`src/rtl/branch_resolve_unit_if.sv`:
```
// Purpose: bundles the fetch prediction, hazard controls, EX outcome and resolution outputs of the branch resolve unit.
// Latency: none; this is wiring only.
// Backpressure: none; stage holds travel as the StallF/StallD/StallE level signals.
interface branch_resolve_unit_if #(
  parameter int CNT_W = 32
);
  // Fetch-side prediction
  logic [31:0]      PCF;
  logic             pred_taken_F;
  logic [31:0]      pred_target_F;
  // Hazard unit controls
  logic             StallF;
  logic             StallD;
  logic             StallE;
  logic             FlushD;
  logic             FlushE;
  // Actual outcome of the EX instruction
  logic [2:0]       BranchTypeE;
  logic             BranchE;
  logic [31:0]      BranchTarget;
  // Recovery and predictor training
  logic             redirect;
  logic [31:0]      redirect_pc;
  logic             flush_req;
  logic             upd_valid;
  logic [31:0]      upd_pc;
  logic [31:0]      upd_target;
  logic             upd_taken;
  logic [CNT_W-1:0] br_cnt;
  logic [CNT_W-1:0] miss_cnt;

  modport master (
    output PCF, pred_taken_F, pred_target_F,
    output StallF, StallD, StallE, FlushD, FlushE,
    output BranchTypeE, BranchE, BranchTarget,
    input  redirect, redirect_pc, flush_req,
    input  upd_valid, upd_pc, upd_target, upd_taken,
    input  br_cnt, miss_cnt
  );

  modport slave (
    input  PCF, pred_taken_F, pred_target_F,
    input  StallF, StallD, StallE, FlushD, FlushE,
    input  BranchTypeE, BranchE, BranchTarget,
    output redirect, redirect_pc, flush_req,
    output upd_valid, upd_pc, upd_target, upd_taken,
    output br_cnt, miss_cnt
  );
endinterface

```
`src/rtl/branch_resolve_unit.sv`:
```
// Purpose: carries fetch predictions down to EX, detects mispredicts, redirects fetch and trains the predictor.
// Latency: prediction reaches EX after 2 un-stalled edges; redirect/update are combinational in the EX cycle.
// Backpressure: StallD/StallE hold their stage; a redirect raised while StallF=1 is held pending until fetch takes it.
module branch_resolve_unit #(
  parameter int CNT_W = 32
) (
  input logic                   clk,
  input logic                   rst,
  branch_resolve_unit_if.slave  bus
);

  typedef struct packed {
    logic        vld;
    logic [31:0] pc;
    logic        ptaken;
    logic [31:0] ptarget;
  } stage_t;

  typedef enum logic {
    IDLE = 1'b0,
    PEND = 1'b1
  } state_t;

  localparam logic [CNT_W-1:0] CNT_ONE = {{(CNT_W-1){1'b0}}, 1'b1};

  stage_t           d_q, d_d;
  stage_t           e_q, e_d;
  state_t           state_q;
  logic [31:0]      pend_pc_q;
  logic [CNT_W-1:0] br_cnt_q, br_cnt_d;
  logic [CNT_W-1:0] miss_cnt_q, miss_cnt_d;

  logic             resolve;
  logic             is_br;
  logic             miss;
  logic [31:0]      pc_plus4;
  logic [31:0]      miss_tgt;
  logic             upd_vld;
  logic             redirect_w;

  // Next contents of the ID and EX prediction registers; stall beats flush.
  always_comb begin
    d_d = d_q;
    e_d = e_q;
    if (!bus.StallD) begin
      if (bus.FlushD) begin
        d_d = '0;
      end else begin
        d_d.vld     = 1'b1;
        d_d.pc      = bus.PCF;
        d_d.ptaken  = bus.pred_taken_F;
        d_d.ptarget = bus.pred_target_F;
      end
    end
    if (!bus.StallE) begin
      e_d = bus.FlushE ? '0 : d_q;
    end
  end

  // Compare the EX prediction against the real outcome and pick the corrected PC.
  always_comb begin
    resolve  = e_q.vld & ~bus.StallE;
    is_br    = (bus.BranchTypeE != 3'd0);
    pc_plus4 = e_q.pc + 32'd4;
    miss     = 1'b0;
    miss_tgt = pc_plus4;
    if (is_br) begin
      if (bus.BranchE && (!e_q.ptaken || (e_q.ptarget != bus.BranchTarget))) begin
        miss     = 1'b1;
        miss_tgt = bus.BranchTarget;
      end else if (!bus.BranchE && e_q.ptaken) begin
        miss     = 1'b1;
        miss_tgt = pc_plus4;
      end
    end else if (e_q.ptaken) begin
      // Predictor hit on a non-branch: fall through and untrain the alias.
      miss = 1'b1;
    end
    if (!resolve) begin
      miss = 1'b0;
    end
  end

  // Predictor write strobe and payload, zero when nothing resolves.
  always_comb begin
    upd_vld        = resolve & (is_br | e_q.ptaken);
    bus.upd_valid  = upd_vld;
    bus.upd_pc     = '0;
    bus.upd_target = '0;
    bus.upd_taken  = 1'b0;
    if (upd_vld) begin
      bus.upd_pc     = e_q.pc;
      bus.upd_taken  = is_br ? bus.BranchE : 1'b0;
      bus.upd_target = is_br ? bus.BranchTarget : pc_plus4;
    end
  end

  // Redirect is owed on a fresh miss or while a stalled one is pending; the newest miss wins.
  always_comb begin
    redirect_w      = miss | (state_q == PEND);
    bus.redirect    = redirect_w;
    bus.flush_req   = redirect_w;
    bus.redirect_pc = '0;
    if (miss) begin
      bus.redirect_pc = miss_tgt;
    end else if (state_q == PEND) begin
      bus.redirect_pc = pend_pc_q;
    end
  end

  // Saturating statistics counters advance only on a resolve.
  always_comb begin
    br_cnt_d   = br_cnt_q;
    miss_cnt_d = miss_cnt_q;
    if (resolve && is_br && !(&br_cnt_q)) begin
      br_cnt_d = br_cnt_q + CNT_ONE;
    end
    if (miss && !(&miss_cnt_q)) begin
      miss_cnt_d = miss_cnt_q + CNT_ONE;
    end
  end

  assign bus.br_cnt   = br_cnt_q;
  assign bus.miss_cnt = miss_cnt_q;

  // Pipeline prediction registers and statistics state.
  always_ff @(posedge clk or posedge rst) begin
    if (rst) begin
      d_q        <= '0;
      e_q        <= '0;
      br_cnt_q   <= '0;
      miss_cnt_q <= '0;
    end else begin
      d_q        <= d_d;
      e_q        <= e_d;
      br_cnt_q   <= br_cnt_d;
      miss_cnt_q <= miss_cnt_d;
    end
  end

  // Redirect FSM: park the target while fetch is stalled, release on the first un-stalled edge.
  always_ff @(posedge clk or posedge rst) begin
    if (rst) begin
      state_q   <= IDLE;
      pend_pc_q <= '0;
    end else begin
      case (state_q)
        IDLE: begin
          if (miss && bus.StallF) begin
            state_q   <= PEND;
            pend_pc_q <= miss_tgt;
          end
        end
        PEND: begin
          if (miss) begin
            pend_pc_q <= miss_tgt;
          end
          if (!bus.StallF) begin
            state_q <= IDLE;
          end
        end
        default: state_q <= IDLE;
      endcase
    end
  end

endmodule

```
`src/flat_wrapper.sv`:
```
// flat-port wrapper written by rule: the top's interface ports become plain ports
module branch_resolve_unit_flat 
#(
  parameter int CNT_W = 32
)
  (clk, rst, bus_PCF, bus_pred_taken_F, bus_pred_target_F, bus_StallF, bus_StallD, bus_StallE, bus_FlushD, bus_FlushE, bus_BranchTypeE, bus_BranchE, bus_BranchTarget, bus_redirect, bus_redirect_pc, bus_flush_req, bus_upd_valid, bus_upd_pc, bus_upd_target, bus_upd_taken, bus_br_cnt, bus_miss_cnt);
  branch_resolve_unit_if #(.CNT_W(CNT_W)) bus_i ();
  input logic clk;
  input logic rst;
  input wire logic [$bits(bus_i.PCF)-1:0] bus_PCF;
  input wire logic [$bits(bus_i.pred_taken_F)-1:0] bus_pred_taken_F;
  input wire logic [$bits(bus_i.pred_target_F)-1:0] bus_pred_target_F;
  input wire logic [$bits(bus_i.StallF)-1:0] bus_StallF;
  input wire logic [$bits(bus_i.StallD)-1:0] bus_StallD;
  input wire logic [$bits(bus_i.StallE)-1:0] bus_StallE;
  input wire logic [$bits(bus_i.FlushD)-1:0] bus_FlushD;
  input wire logic [$bits(bus_i.FlushE)-1:0] bus_FlushE;
  input wire logic [$bits(bus_i.BranchTypeE)-1:0] bus_BranchTypeE;
  input wire logic [$bits(bus_i.BranchE)-1:0] bus_BranchE;
  input wire logic [$bits(bus_i.BranchTarget)-1:0] bus_BranchTarget;
  output wire logic [$bits(bus_i.redirect)-1:0] bus_redirect;
  output wire logic [$bits(bus_i.redirect_pc)-1:0] bus_redirect_pc;
  output wire logic [$bits(bus_i.flush_req)-1:0] bus_flush_req;
  output wire logic [$bits(bus_i.upd_valid)-1:0] bus_upd_valid;
  output wire logic [$bits(bus_i.upd_pc)-1:0] bus_upd_pc;
  output wire logic [$bits(bus_i.upd_target)-1:0] bus_upd_target;
  output wire logic [$bits(bus_i.upd_taken)-1:0] bus_upd_taken;
  output wire logic [$bits(bus_i.br_cnt)-1:0] bus_br_cnt;
  output wire logic [$bits(bus_i.miss_cnt)-1:0] bus_miss_cnt;
  assign bus_i.PCF = bus_PCF;
  assign bus_i.pred_taken_F = bus_pred_taken_F;
  assign bus_i.pred_target_F = bus_pred_target_F;
  assign bus_i.StallF = bus_StallF;
  assign bus_i.StallD = bus_StallD;
  assign bus_i.StallE = bus_StallE;
  assign bus_i.FlushD = bus_FlushD;
  assign bus_i.FlushE = bus_FlushE;
  assign bus_i.BranchTypeE = bus_BranchTypeE;
  assign bus_i.BranchE = bus_BranchE;
  assign bus_i.BranchTarget = bus_BranchTarget;
  assign bus_redirect = bus_i.redirect;
  assign bus_redirect_pc = bus_i.redirect_pc;
  assign bus_flush_req = bus_i.flush_req;
  assign bus_upd_valid = bus_i.upd_valid;
  assign bus_upd_pc = bus_i.upd_pc;
  assign bus_upd_target = bus_i.upd_target;
  assign bus_upd_taken = bus_i.upd_taken;
  assign bus_br_cnt = bus_i.br_cnt;
  assign bus_miss_cnt = bus_i.miss_cnt;
  branch_resolve_unit #(.CNT_W(CNT_W)) u_core (.clk(clk), .rst(rst), .bus(bus_i));
endmodule
```
`config.mk`:
```
export PLATFORM = sky130hd
export DESIGN_NAME = branch_resolve_unit_flat
export DESIGN_NICKNAME = d
export VERILOG_FILES = /design/src/rtl/branch_resolve_unit_if.sv /design/src/rtl/branch_resolve_unit.sv /design/src/flat_wrapper.sv
export SDC_FILE = /design/constraint.sdc
export NUM_CORES = 1
export LEC_CHECK = 0
export CORE_UTILIZATION = 50
export DETAILED_ROUTE_END_ITERATION = 7
export GPL_ROUTABILITY_DRIVEN = 0
export PLACE_DENSITY = 0.8
export RECOVER_POWER = 100
export SLEW_MARGIN = 20
export SYNTH_ARGS = -nofsm -noshare
export SYNTH_HDL_FRONTEND = slang
export SYNTH_SLANG_ARGS = --single-unit
```
`constraint.sdc`:
```
create_clock -name clk -period 9.25 [get_ports clk]
set_clock_uncertainty 0.2 [all_clocks]
set_input_delay 0.925 -clock clk [delete_from_list [all_inputs] [get_ports clk]]
set_output_delay 0.925 -clock clk [all_outputs]
set_load 0.02 [all_outputs]
```
After elaboration in Yosys (flattened, before gate mapping)

Cells that the tools add are included.

Register bits: 229
Bits of input ports: 108
Output and inout bits: 164
Word-level logic and storage cells: 61

Add/sub/neg operators: 3
Equality and inequality tests: 3
Multiplexer cells: 22
Bitwise gates (word level): 6
Reduce and logical (&&, ||, !) cells: 15

Operators with widths:

| cell                  | count |
|---|---|
| $mux 32               | 9 |
| $mux 66               | 2 |
| $add 32x1->32 const B | 2 |
| $pmux 32 s2           | 1 |
| $reduce_and 32->1     | 2 |
| $add 32x3->32 const B | 1 |
| $ne 32x32->1          | 1 |
| $mux 1                | 9 |
| $logic_and 1x1->1     | 6 |
| $logic_not 1->1       | 4 |
| $reduce_bool 3->1     | 1 |
| $and 1x1->1           | 2 |
| $ne 2x1->1 const B    | 1 |
| $ne 2x2->1 const B    | 1 |
| $not 1->1             | 2 |
| $or 1x1->1            | 2 |
| $pmux 1 s2            | 1 |
| $reduce_and 2->1      | 1 |
| $logic_or 1x1->1      | 1 |

Depth between registers and ports, before layout

Gate-level depths: netlist of run 1.

Depth after elaboration: 9
Mapped depth: 10
Mapped depth without buffers: 8

Worst setup path before layout of run 1

OpenSTA, ideal clock, no wires.

Path type: input port to output port
Start: input port bus_BranchTypeE[1]
End: output port bus_redirect_pc[18]
Arrival: 3125 ps
Data required time: 8125 ps
Setup slack: 5000 ps
Stages on the path: 8
Buffers on the path: 3
Cells stage by stage: or3_1 > and2_1 > buf_2 > o21ai_1 > clkbuf_1 > buf_2 > o31ai_1 > a222oi_1

Cells in the longest elaborated chain, start to end: 4
Elaborated cells on any way between the ends: 5
Classes of those cells: mux: 4; reduce/logical: 1

Ends and longest elaborated chain:

| item                | line                       | RTL |
|---|---|---|
| from (decl)         | flat_wrapper.sv:18         | `input wire logic [$bits(bus_i.BranchTypeE)-1:0] bus_BranchTypeE;` |
| $reduce_bool 3->1 * | branch_resolve_unit.sv:63  | `is_br = (bus.BranchTypeE != 3'd0);` |
| $mux 1              | branch_resolve_unit.sv:67  | `if (is_br) begin` |
| $mux 1              | branch_resolve_unit.sv:79  | `if (!resolve) begin` |
| $mux 32 *           | branch_resolve_unit.sv:104 | `if (miss) begin` |
| to (decl)           | flat_wrapper.sv:22         | `output wire logic [$bits(bus_i.redirect_pc)-1:0] bus_redirect_pc;` |

Mark *: on every way between the ends. The rest lies on a longest branch, timed or not.

Final worst setup path of run 1

Start: input port bus_BranchTypeE[1]
End: output port bus_redirect_pc[26]

The elaborated chain is that of the path after synthesis.

==> results of run 1 <==
[cells in the mapped netlist (24+ instances only)]
library cell               count
sky130_fd_sc_hd__nand2b_1     24
sky130_fd_sc_hd__nand2_1     157
sky130_fd_sc_hd__nor2_1      107
sky130_fd_sc_hd__xnor2_1      70
sky130_fd_sc_hd__a22o_1      113
sky130_fd_sc_hd__dfrtp_1     229
sky130_fd_sc_hd__nor3_1       43
sky130_fd_sc_hd__o21ai_0      32
sky130_fd_sc_hd__nand3_1      57
sky130_fd_sc_hd__and2_1       32
sky130_fd_sc_hd__clkbuf_1     59
sky130_fd_sc_hd__xor2_1       51
sky130_fd_sc_hd__o31ai_1      50
[worst max-delay path by stage]
stage                            to  cells after the start
2_1_floorplan  u_core.bus.br_cnt[0]                      1
3_3_place_gp    bus_redirect_pc[24]                      9
3_5_place_dp    bus_redirect_pc[24]                      9
4_1_cts         bus_redirect_pc[24]                      9
5_1_grt         bus_redirect_pc[24]                     11
6_report        bus_redirect_pc[26]                     11
[layout make-up]
cell class,count,area [um2],share of cell area [%]
clock inverter,13,201,1.29
tap,319,399,2.56
timing repair buffer,284,2770,17.8
multi-input combinational,906,5700,36.6
sequential,229,5730,36.8
clock buffer,33,696,4.47
inverter,18,68.8,0.442
[worst max-delay path, cell delays in order]
cell,delay (ns)
sky130_fd_sc_hd__dlygate4sd3_1,0.55
sky130_fd_sc_hd__or3_1,0.75
sky130_fd_sc_hd__and2_0,0.32
sky130_fd_sc_hd__clkbuf_1,0.51
sky130_fd_sc_hd__o21ai_2,0.30
sky130_fd_sc_hd__clkbuf_1,1.27
sky130_fd_sc_hd__a21o_1,0.15
sky130_fd_sc_hd__buf_4,0.43
sky130_fd_sc_hd__nand3_1,0.15
sky130_fd_sc_hd__o31ai_1,0.12
sky130_fd_sc_hd__dlygate4sd3_1,0.71
[per-layer routing]
metal  GRT usage (%)  up-vias
met5               0        -
met1            40.3     5058
met3            4.14       96
met2            43.9      485
li1                -     4931
met4            12.7        0
[through the flow]
stage                     setup WS [ns]  hold slack [ns]
after CTS                          3.08            0.284
after global placement             3.22            0.261
after detailed placement           3.10            0.270
after floorplan                    1.85            0.249
final                              1.90            0.277
after global routing               1.61            0.299
[state kept, by name (all words and copies together), names as in the netlist]
signal	count
u_core.bus.br_cnt	32
u_core.d_q	66
u_core.e_q	66
u_core.bus.miss_cnt	32
u_core.state_q	1
u_core.pend_pc_q	32
[power groups by stage]
stage | sequential (mW) | combinational, mW | clock (mW)
final | 1.18 | 0.385 | 1.07
after floorplan | 1.19 | 0.217 | 0
after CTS | 1.18 | 0.397 | 1.09
after global routing | 1.19 | 0.421 | 1.13
after detailed placement | 1.20 | 0.394 | 0
after global placement | 1.19 | 0.386 | 0
[cell usage in the layout, fill, tap and decap left out, types with 3 or more instances in the layout]
master,n
sky130_fd_sc_hd__a222oi_1,19
sky130_fd_sc_hd__bufinv_16,5
sky130_fd_sc_hd__nor3_1,43
sky130_fd_sc_hd__a2bb2oi_1,3
sky130_fd_sc_hd__o21ai_0,38
sky130_fd_sc_hd__clkbuf_1,11
sky130_fd_sc_hd__and4_1,7
sky130_fd_sc_hd__dlygate4sd3_1,146
sky130_fd_sc_hd__and2_0,20
sky130_fd_sc_hd__a21oi_1,16
sky130_fd_sc_hd__clkbuf_16,25
sky130_fd_sc_hd__or3_1,8
sky130_fd_sc_hd__xnor2_1,70
sky130_fd_sc_hd__mux2i_1,3
sky130_fd_sc_hd__buf_4,5
sky130_fd_sc_hd__a211oi_1,18
sky130_fd_sc_hd__o31ai_1,50
sky130_fd_sc_hd__and2_1,12
sky130_fd_sc_hd__clkdlybuf4s50_1,123
sky130_fd_sc_hd__xor2_1,51
sky130_fd_sc_hd__nor2_1,106
sky130_fd_sc_hd__nand3_1,57
sky130_fd_sc_hd__dfrtp_1,228
sky130_fd_sc_hd__nand4_1,23
sky130_fd_sc_hd__nand2_1,157
sky130_fd_sc_hd__ha_1,3
sky130_fd_sc_hd__clkbuf_8,4
sky130_fd_sc_hd__nor4_1,16
sky130_fd_sc_hd__inv_1,17
sky130_fd_sc_hd__nand2b_1,24
sky130_fd_sc_hd__and3_1,16
sky130_fd_sc_hd__o211ai_1,4
sky130_fd_sc_hd__clkinv_2,5
sky130_fd_sc_hd__a22o_1,113
sky130_fd_sc_hd__a22oi_1,4
[cell families after synthesis]
family	synth area share [%]
compound gates	17.8
xor+xnor	8.92
fa+ha+maj	0.316
buf+inv	3.88
flops	48.2
mux	0.442
simple gates	20.4
==> results.txt, run 1 <==
In this run the critical register-to-register path is captured at u_core.pend_pc_q[18]. The floorplan step set the die width to 156 um. The clock network fraction of total power is between 40% and 50%. Data on the critical path is required at its endpoint by 8.12 ns. Wire segments on met2 add up to 15.6 mm in the final route. In the post-synthesis netlist, the biggest area contributors are sky130_fd_sc_hd__dfrtp_1, sky130_fd_sc_hd__a22o_1, sky130_fd_sc_hd__xnor2_1, sky130_fd_sc_hd__nand2_1, sky130_fd_sc_hd__xor2_1. The final hold violation count came out at 0. The analysis attributes to net switching a power of about 700 uW. The internal power component came out at 1.94 mW. The post-synthesis net count came out at 1,355. The number of nets in the final layout came out at 1,575.

The register bit total from synthesis is 229. The post-DP HPWL is between 20 and 25 mm. The Yosys step of the flow raised 0 warnings. The number of DRC markers in iteration 0 came out at 1,030. The final period demand of the worst path came out at approximately 7.4 ns. Setup violations remaining at the end of the flow were counted as 0. The CTS tree is done.

The number of global-route vias before repair is 9,889. The number of cells on the worst reg-to-reg path is 6. Summing internal, switching and leakage power gives 2.64 mW.

The global-route wire length before repair is 54.8 mm. The slack of the worst reg-to-reg path is 5.08 ns. The cell at the root of the clock tree is sky130_fd_sc_hd__clkbuf_16. Dividing the detail-routed wire length by the instance count gives about 19 um. In this run the worst hold path is classified as reg2reg. Buffers placed on the I/O ports in this run total 271. The final reports fail on DRC, capacitance limit, slew limit. The hold path depth is 1.

The highest layer touched by signal routing is met4. The total count of max-transition violations in the final report came out at 520. The critical path capture point type is a primary output. CTS built an H-tree with a depth of 1. The static leakage power came out at 7.00 nW. Counting tap cells, the placed design contains a total of 1,756 instances. The effective utilization at floorplan is 50.8%. The number of optimization iterations in the first detailed-route pass is 8. The relative contribution of sequential cells to total power came out at between 40% and 50%. The sequential-to-total area share from yosys stat is 48.2%. The distinct cell type count after synthesis came out at 51. The maximum number of pins on one net before global-route repair came out at between 100 and 150.

The post-route netlist has 4.25% of its cells at a drive strength greater than 1. The filler cells instantiated in the layout total 1,907. The startpoint identified for the worst hold timing path is u_core.bus.miss_cnt[28]. The total I/O pin count came out at approximately 270. The worst setup path is launched from a primary input.

The final core utilization is 66.5%. The final cell count without fillers came out at 1,802. Detailed routing inserted a total of 10.6k vias. Global routing used 28.6% of the available tracks. The number of buffers created by CTS came out at 25. The per-instance average area after synthesis came out at 9.55 um2. The clock reaches the later pin of the worst-skew pair after 0.53 ns. The final global-route overflow total came out at 0. The flow ran to the end, but the final reports show violations. The netlist area before placement came out at 0.0119 mm2.

The category of the most critical setup path is in2out. The maximum operating frequency came out at 136 MHz. The final standard cell area without fillers is 0.0156 mm2. The wire length on met3 came out at 2.38 mm. For hold timing, the worst endpoint is u_core.bus.miss_cnt[28].

Along the worst path, the maximum fanout reaches 50. The portion of total power attributed to combinational logic is about 15%. The areal power density over the cells came out at 170 mW/mm2. In this run the standard cell core region covers approximately 0.023 mm2.

The number of antenna violations at the first check in global routing is 0. The die span in y is 156 um. The post-synthesis cell type with the largest combined area is sky130_fd_sc_hd__dfrtp_1.

Setup repair after global routing left no endpoint under its margin. The gate count after technology mapping is 1,244. The number of antenna cells inserted is 0. The number of synthesized flops with an enable pin is 0. The ratio of routed vias to standard cells came out at 5.87. The number of hold buffers added after cts is 0. The final layout contains routed wiring with a total length of 34.6 mm. Data on the critical path arrives at its endpoint at 6.23 ns. The number of sinks on the clock net is 229.

The async set-reset flop share out of synthesis is 100%. The cell row count came out at 56. The relative slew slack came out at -229%. The die footprint came out at 0.0244 mm2.

The worst voltage drop across the vdd grid is roughly 160 uV. The sum of routed wire segments on met1 is 15.1 mm. Net switching is a little over a quarter of the power. Tracing the worst setup path back leads to its startpoint at bus_BranchTypeE[1]. The total placed instance area is 0.0147 mm2. The layout overhead on the synthesized area is 31.0%. The final critical-path share of the clock period is around 79%.

The clock passes through at most 3 buffers. Of the post-synthesis cell area, the dominant cell type holds 48.2%. The max capacitance violation total came out at 9.

The final routed DRC violation total is 2. The clock-pin slew on the worst setup and hold paths came out at 0.06 ns. The number of setup buffers added after CTS came out at 0. Once detail routing completed, the nets flagged for antenna violations numbered 0. The worst register-to-register path begins at u_core.e_q[65].

The aggregate negative setup slack came out at 0 ns. For this run, the leading register cell type out of synthesis is sky130_fd_sc_hd__dfrtp_1. The transition time at the pin with the least slew margin came out at approximately 4.9 ns. The number of gates given a new drive strength after cts is 0.
(Power assumes the default switching activity.)
==> run 2: changes to the inputs <==
CORE_UTILIZATION = 46   (was 50)
PLACE_DENSITY = 0.77   (was 0.8)
clock period = 6.7 ns   (was 9.25 ns; I/O delays follow)
==> results.txt, run 2 (same netlist as run 1, synthesis figures left out) <==
The flow ran to the end, but the final reports show violations. The checks that failed: DRC, capacitance limit, slew limit. The met1 track demand over resource is 37.6% (-2.7 points).

The die span in y was 163 um (+4.2%). The number of nets in the final layout came to 1,581 (+0.38%). The final-layout worst hold slack is 0.285 ns (+0.00818 ns). The total count of max-transition violations in the final report came out at 517 (-0.58%).

Leaving out fill and tap cells, the most frequent cell in the layout is sky130_fd_sc_hd__dfrtp_1. The average detailed-routed wire length per instance is 19.8 um (+3.0%). The layout overhead on the synthesized area is 30.0%. The stage delay of the slowest cell on the critical path is 1.17 ns (-0.10 ns). The area of the core region came out at 0.0253 mm2 (+7.9%).

The post-detailed-route count of antenna-violating nets is 0 (unchanged). The total placed instance area is 0.0148 mm2 (+0.45%). The die width came to 163 um (+4.2%). The number of fill cells is 2,143 (+12%).

The total I/O pin count came to 272 (unchanged). The effective utilization at floorplan came out at 47.0% (-3.7 points). The maximum number of pins on one net before global-route repair came out at 149 (+30%). The maximum operating frequency came out at 167 MHz. The die footprint is 0.0265 mm2 (+8.6%). The footprint of the flip-flops and latches is 0.00573 mm2 (unchanged). The overall power after layout is 3.41 mW (+29%). The ratio of cells with drive above 1 in the final layout came to 4.05% (-0.20 points). STA classifies the critical path endpoint as a primary output.

In this run the most used layer during global routing was met2. The number of antenna violations at the first check in global routing came to 1 (+1). The transition time at the pin with the least slew margin came to 3.56 ns (-1.36 ns). The area of the multi-input gates is 0.00569 mm2 (-0.15%). The max capacitance violation total is 8 (-1). The port buffer count is 271 (unchanged). The slowest library cell on the worst path is sky130_fd_sc_hd__o21ai_1. The areal power density over the cells came out at 221 mW/mm2 (+30%). The number of buffers created by CTS was 25 (unchanged). The worst voltage drop across the vdd grid was 226 uV (+44%). The final standard cell area without fillers came out at 0.0154 mm2 (-0.81%). The number of global-route vias before repair came out at 10.2k (+2.9%).

The final hold violation count came out at 0 (unchanged). TritonCTS built the clock tree. The number of antenna cells inserted is 0 (unchanged). The number of sinks on the clock net came to 229 (unchanged).

The worst min-delay path category is reg2reg. The largest registers in the layout are u_core.d_q (66), u_core.e_q (66). The number of DRC markers in iteration 0 came out at 1,354 (+31%). Walking the worst path, the cells encountered are clkdlybuf4s50_1 -> xnor2_1 -> nand4_1 -> nor4_2 -> nand2_1 -> o21ai_1 -> nor2_1 -> o31ai_1 -> dlygate4sd3_1. Setup repair after global routing left no endpoint under its margin. The clock-pin slew on the worst setup and hold paths came out at 0.05 ns (about the same).

The number of gates given a new drive strength after cts came to 0 (unchanged). The buffers plus inverters on the worst setup path came out at 2 (-3). The static leakage power is 7.02 nW (+0.35%). The final routed DRC violation total is 2 (unchanged). The number of buffers between clock root and the deepest sink is 3 (unchanged).

The post-DP HPWL is 25.8 mm (+3.2%). The number of setup violations in the final report came out at 0 (unchanged). The worst path needs 5.98 ns of the cycle, external delays included. The final global-route overflow total came to 0 (unchanged). The global-route wire length before repair was 56.6 mm (+3.1%).

The total global routing track utilization came out at 27.3% (-1.4 points). The routed via count is 10.7k (+0.79%). The critical path launch point type is a primary input.

The final critical-path share of the clock period is between 80% and 90%. The cell total after placement is 1,773 (+0.97%). The aggregate negative setup slack is 0 ns (unchanged). In the layout the commonest cells are sky130_fd_sc_hd__dfrtp_1, sky130_fd_sc_hd__dlygate4sd3_1, sky130_fd_sc_hd__nand2_1, sky130_fd_sc_hd__a22o_1, sky130_fd_sc_hd__clkdlybuf4s50_1.

The final cell count without fillers was 1,811 (+0.50%). The sum of routed wire length over all layers was 35.8 mm (+3.5%). The cell row count is 58 (+3.6%).

The number of optimization iterations in the first detailed-route pass is 8 (unchanged). The cell sitting at the root of the clock tree is a sky130_fd_sc_hd__clkbuf_16. The met2 layer usage reported by global route is 41.9% (-1.9 points). The cell family contributing the most delay on the critical path is compound AO/OA/AOI/OAI gates. The relative slew slack is -137% (+92 points). The ratio of routed vias to standard cells came to 5.88 (+0.28%).

The number of hold buffers added after cts came out at 0 (unchanged). The H-tree depth came to 1 (unchanged). The global routing usage on met3 came out at 4.84% (+0.70 points). The critical path arrival is 5.11 ns (-1.12 ns).

The data required time of the critical path came out at 5.83 ns (-2.29 ns). The maximum fanout along the worst path came out at 17 (-66%). The category of the most critical setup path is in2out. The number of setup buffers added after CTS came to 0 (unchanged). The clock latency on the worst-skew pair is 0.52 ns (about the same).
==> run 2: layout make-up <==
type | instances | share of cell area, %
Clock inverter | 7 | 0.251
Timing Repair Buffer | 290 | 18.3
Clock buffer | 31 | 4.39
Inverter | 18 | 0.446
Sequential cell | 229 | 37.1
Tap cell | 330 | 2.67
Multi-Input combinational cell | 906 | 36.8
==> run 2: report_power, final <==
part / internal, mW / switching (mW)
sequential: 1.52 / 0.116
clock: 0.707 / 0.536
combinational: 0.244 / 0.291
==> run 2: routing by layer <==
layer / part of all wire (%) / wire length (um) / vias up
met1: 42 / 14900 / 5116
met4: 4.7 / 1690 / 0
met2: 46 / 16400 / 503
met3: 7.9 / 2840 / 103
li1: - / - / 4931
met5: 0 / 0 / -
==> run 2: path summary, 6_finish.rpt <==
check	from	end	slack (ns)	cells after the start
worst min register to register	u_core.d_q[61]	u_core.e_q[61]	0.28	1
worst max-delay path	bus_BranchTarget[31]	bus_redirect_pc[30]	0.72	9
max in group asynchronous	rst	u_core.state_q	1.75	3
worst max register to register	u_core.e_q[20]	u_core.bus.miss_cnt[26]	2.54	9
worst min-delay path	u_core.d_q[61]	u_core.e_q[61]	0.28	1
min in group asynchronous	rst	u_core.bus.miss_cnt[0]	0.51	2
==> run 2: metrics by stage <==
stage / setup slack (ns) / util, %
2_1_floorplan: 2.84 / -
3_3_place_gp: 1.40 / 58.6
3_5_place_dp: 1.29 / 58.6
4_1_cts: 1.27 / 61.4
5_1_grt: 0.502 / 61.1
6_report: 0.724 / 61.1
